==> config.mk <==
export PLATFORM = sky130hd
export DESIGN_NAME = instruction_fetcher
export DESIGN_NICKNAME = d
export VERILOG_FILES = /design/src/rtl/instruction_fetcher.sv
export SDC_FILE = /design/constraint.sdc
export NUM_CORES = 1
export LEC_CHECK = 0
export ABC_CLOCK_PERIOD_IN_PS = 2200
export BUFFER_PORTS_ARGS = -buffer_cell sky130_fd_sc_hd__clkbuf_2
export CORE_MARGIN = 10
export CORE_UTILIZATION = 33
export CTS_CLUSTER_SIZE = 8
export DETAILED_ROUTE_END_ITERATION = 8
export PLACE_DENSITY = 0.61
export SYNTH_ARGS = -nofsm -noshare
export SYNTH_HDL_FRONTEND = slang
export SYNTH_SLANG_ARGS = --single-unit
==> constraint.sdc <==
create_clock -name clk_in -period 2.2 [get_ports clk_in]
set_input_delay 0.11 -clock clk_in [delete_from_list [all_inputs] [get_ports clk_in]]
set_output_delay 0.11 -clock clk_in [all_outputs]
set_load 0.05 [all_outputs]
==> src/rtl/instruction_fetcher.sv <==
// Instruction fetch front end: owns the PC, looks up one word per cycle in the
// instruction cache, refills the cache from memory on a miss and hands hits to
// the instruction queue. A redirect reloads the PC at any point.
//
// state  | meaning
// FETCH  | look up pc; hit issues an instruction, miss starts a memory read
// MISS   | memory read for miss_addr outstanding
// REFILL | fetched word being written into the cache at miss_addr
// ABORT  | redirected during a miss; read still completes and refills, no issue
module instruction_fetcher #(
  parameter logic [31:0] RESET_PC = 32'h0
) (
  input  logic        clk_in,
  input  logic        rst_in,
  input  logic        rdy_in,
  output logic [31:0] ic_addr,
  input  logic        ic_hit,
  input  logic [31:0] ic_result,
  output logic        ic_wr,
  output logic [31:0] ic_value,
  output logic        mem_req,
  output logic [31:0] mem_addr,
  input  logic        mem_done,
  input  logic [31:0] mem_data,
  input  logic        iq_full,
  output logic        inst_valid,
  output logic [31:0] inst,
  output logic [31:0] inst_pc,
  input  logic        flush,
  input  logic [31:0] flush_pc
);

  typedef enum logic [1:0] {
    S_FETCH  = 2'd0,
    S_MISS   = 2'd1,
    S_REFILL = 2'd2,
    S_ABORT  = 2'd3
  } state_t;

  state_t      state;
  state_t      state_nxt;
  logic [31:0] pc;
  logic [31:0] pc_nxt;
  logic [31:0] miss_addr;
  logic [31:0] miss_addr_nxt;
  logic        ic_wr_nxt;
  logic [31:0] ic_value_nxt;
  logic        mem_req_nxt;
  logic [31:0] mem_addr_nxt;
  logic        inst_valid_nxt;
  logic [31:0] inst_nxt;
  logic [31:0] inst_pc_nxt;

  // Outside FETCH the cache port is pointed at the line being refilled.
  assign ic_addr = (state == S_FETCH) ? pc : miss_addr;

  // State register: reset wins, rdy_in low freezes.
  always_ff @(posedge clk_in) begin
    if (!rst_in) begin
      state <= S_FETCH;
    end else if (rdy_in) begin
      state <= state_nxt;
    end
  end

  // Next state: a redirect never cancels an outstanding memory read.
  always_comb begin
    state_nxt = state;
    case (state)
      S_FETCH: begin
        if (!flush && !iq_full && !ic_hit) begin
          state_nxt = S_MISS;
        end
      end
      S_MISS: begin
        if (mem_done) begin
          state_nxt = S_REFILL;
        end else if (flush) begin
          state_nxt = S_ABORT;
        end
      end
      S_REFILL: begin
        state_nxt = S_FETCH;
      end
      S_ABORT: begin
        if (mem_done) begin
          state_nxt = S_REFILL;
        end
      end
      default: begin
        state_nxt = S_FETCH;
      end
    endcase
  end

  // Datapath and registered outputs: strobes default low, everything else holds.
  always_comb begin
    pc_nxt         = pc;
    miss_addr_nxt  = miss_addr;
    ic_wr_nxt      = 1'b0;
    ic_value_nxt   = ic_value;
    mem_req_nxt    = mem_req;
    mem_addr_nxt   = mem_addr;
    inst_valid_nxt = 1'b0;
    inst_nxt       = inst;
    inst_pc_nxt    = inst_pc;

    if (flush) begin
      pc_nxt = flush_pc;
    end

    case (state)
      S_FETCH: begin
        // A redirect in FETCH suppresses both the hit and the miss request.
        if (!flush && !iq_full) begin
          if (ic_hit) begin
            inst_valid_nxt = 1'b1;
            inst_nxt       = ic_result;
            inst_pc_nxt    = pc;
            pc_nxt         = pc + 32'd4;
          end else begin
            miss_addr_nxt = pc;
            mem_req_nxt   = 1'b1;
            mem_addr_nxt  = pc;
          end
        end
      end
      S_MISS, S_ABORT: begin
        if (mem_done) begin
          mem_req_nxt  = 1'b0;
          ic_wr_nxt    = 1'b1;
          ic_value_nxt = mem_data;
        end
      end
      default: begin
      end
    endcase
  end

  // Datapath registers: reset wins, rdy_in low freezes.
  always_ff @(posedge clk_in) begin
    if (!rst_in) begin
      pc         <= RESET_PC;
      miss_addr  <= 32'h0;
      ic_wr      <= 1'b0;
      ic_value   <= 32'h0;
      mem_req    <= 1'b0;
      mem_addr   <= 32'h0;
      inst_valid <= 1'b0;
      inst       <= 32'h0;
      inst_pc    <= 32'h0;
    end else if (rdy_in) begin
      pc         <= pc_nxt;
      miss_addr  <= miss_addr_nxt;
      ic_wr      <= ic_wr_nxt;
      ic_value   <= ic_value_nxt;
      mem_req    <= mem_req_nxt;
      mem_addr   <= mem_addr_nxt;
      inst_valid <= inst_valid_nxt;
      inst       <= inst_nxt;
      inst_pc    <= inst_pc_nxt;
    end
  end

endmodule

==> impl_metrics.ini <==
[status]
status = complete, no violations

[setup_path]
r2r_end = pc[28]
r2r_setup_slack_ps = 150
worstSetupEndpointType = register
worstSetupPathType = register to register
r2r_start = pc[8]
arrival_ps = 2350
startpoint_type = register
reg2reg_depth = 5
cp.required_ps = 2500
worstPathMaxFanout = 9

[synth]
yosysUniqueCellTypes = 52
yosysWarnings = 0
ys_ff_latch = 165
yosysSeqAreaShare = 0.466
synth_edf_count = 0
synthTopCellsByCount = nand2_1, dfxtp_1, a21oi_1, clkbuf_1, mux2_2
synth_top_flop_cell = dfxtp_1
syn_inst = 883
synth.most_common_cell = nand2_1
synth.cell_area_sq_um = 7100
ys_top_cells_by_area = dfxtp_1, nand2_1, a21oi_1, mux2_2, clkbuf_1
async_flop_share = 0
syn_area_per_cell_sq_um = 8.04
yosys.area.top_type = dfxtp_1
synthesis.nets = 987
synth_top_area_share = 0.466

[cts]
numCtsBuffers = 17
cts_hold_buf = 83
ctsResizeCount = 0
htreeDepth = 4
post-cts-setup-buffers = 0
clock_path_buffers = 2
clock_latency_ps = 420
cts.clk_slew.worst_paths_ps = 60
cts_tree = yes
clockRootBuffer = clkbuf_16
cts_sinks = 165

[run]
max-cap-violations = 0

[routing]
route.vias.total = 7389
antenna_left = 0
first_iter_violations = 502
first_pass_iters = 6
wire_per_inst_um = 17.4
viasPerCell = 4.90
routed_wl_um = 26200
drc = 0

[floorplanning]
start_util = 0.336
die_h_um = 167
dieArea_sq_um = 27800
io_pins = 266
rows = 53
die_w_um = 167
core_area_sq_um = 21100

[power]
seqPwrFrac = 0.441
vdd_ir_drop_max_uv = 515
p_sw_w = 0.00185
power.density_nw_per_um2 = 689
switching_share = 0.264
power_leakage_nw = 4.26
power_frac_clock = 0.428
combPwrFrac = 0.132
internal_power_w = 0.00517

[sta]
hold_slack_ps = 26.9
grt_setup_unrepaired = false
clock_skew_ps = 8.79
maxSlewViolCount = 0
final_hold_viol_count = 0
finalCritPeriodShare = 0.933
fin_crit_ps = 2050
slew_headroom = 0.568
worstMarginPinSlew_ps = 646
fmax_mhz = 487
finalSetupViolCount = 0
postLayoutSetupSlackWorst_ps = 148
setup_tns_ps = 0

[min_path]
hold_depth = 3
hold_class = input pin to register
hold_start = flush_pc[30]
whs_endpoint = pc[30]

[global_routing]
grt_usage = 0.182
overflow = 0
grt_antenna_before_repair = 1
grt_max_degree = 51
grt_pass1_wl_um = 41500
grt_pass1_vias = 7428

[final_layout]
n_fill_cell = 2014
final-instance-count-excl-fill = 1509
nNetsFinal = 1327
drive_above_1_share = 0.323
num_antenna_cells = 0
syn_to_final_growth_pct = 43.5

[placement]
pre_cts_slack_ps = 168
place.gp.congestion = 0.864
dp_hpwl_um = 19000
dpl.cell_count = 1396
numPortBuffers = 265
## final cells by class
type,instances,area [sq um],area share
Multi-Input combinational cell,632,3320,0.326
Sequential cell,165,3300,0.324
Timing Repair Buffer,401,2610,0.256
Clock buffer,20,467,0.0458
Tap cell,275,344,0.0338
Clock inverter,10,124,0.0122
Inverter,6,25.0,0.00246
## how the worst max path moves through the flow
stage,from,to,slack (ps),cells past startpoint
CTS,state[0],ic_addr[3],150,5
global placement,pc[8],pc[28],200,5
floorplan,pc[3],pc[28],220,8
finish,pc[8],pc[28],150,5
global route,pc[4],pc[28],80,5
detailed placement,pc[8],pc[28],170,5
## through the flow
stage,cell area [sq um],power [W],utilization
after global routing,10200,0.00728,0.483
after global placement,8760,0.00396,0.416
final,10200,0.00702,0.483
after floorplan,7100,0.00368,-
after CTS,10200,0.00710,0.483
after detailed placement,8760,0.00396,0.416
## worst max-delay path: stages, from the launching register on
cell and delay, ps:
dfxtp_1 460, nand4_4 130, or4_1 700, o31a_2 390
o21ai_0 170, a21oi_1 90
## flip-flops by register name, indices dropped and copies added (netlist names)
signal and count:
ic_value 32, inst 32, inst_pc 32, miss_addr 32, pc 32, state 2
ic_wr 1, inst_valid 1, mem_req 1
## cells by family after synthesis
logic type	share of synthesized area
simple gates	0.229
fa+ha+maj	0.00176
flops	0.466
xor+xnor	0.00494
mux	0.0659
buf+inv	0.0691
compound gates	0.164
## cells in the final DEF (no fill, tap or decap), drive strengths merged, types with 2 or more instances in the layout
cell         Yosys  final
nand2          287    287
clkbuf          62    285
dfxtp          165    165
a21oi          149    149
dlygate4sd3      0     83
buf             13     53
mux2            38     38
nand3           19     19
nor2            18     18
o21ai           15     15
and3            10     10
nor3             9      9
a22oi            8      8
nand4            8      8
inv              6      8
a211oi           6      6
and4             6      6
o22ai            5      5
nor4             4      4
nand2b           4      4
mux2i            4      4
a221oi           4      4
clkinv           0      4
xnor2            3      3
a31oi            3      3
or3              3      3
o221ai           3      3
a311oi           3      3
and2             3      3
or4              3      3
o31a             2      2
o211ai           2      2
o31ai            2      2
a21o             2      2
bufinv           0      2
clkinvlp         0      2
## routing by layer
metal | part of all wire | wire length (um) | global-route usage | up-vias
met4 | 0.019 | 505 | 0.0580 | 0
met3 | 0.084 | 2200 | 0.0666 | 36
met5 | 0 | 0 | 0 | -
met2 | 0.46 | 12100 | 0.290 | 261
met1 | 0.44 | 11500 | 0.223 | 3405
li1 | - | - | - | 3687
## power groups by stage
stage	Sequential, W	Combinational (W)	Clock (W)
floorplan	0.00323	0.000447	0
detailed placement	0.00316	0.000800	0
global placement	0.00316	0.000799	0
CTS	0.00309	0.000924	0.00309
global route	0.00310	0.000988	0.00320
finish	0.00309	0.000923	0.00300
(Power assumes the default switching activity.)
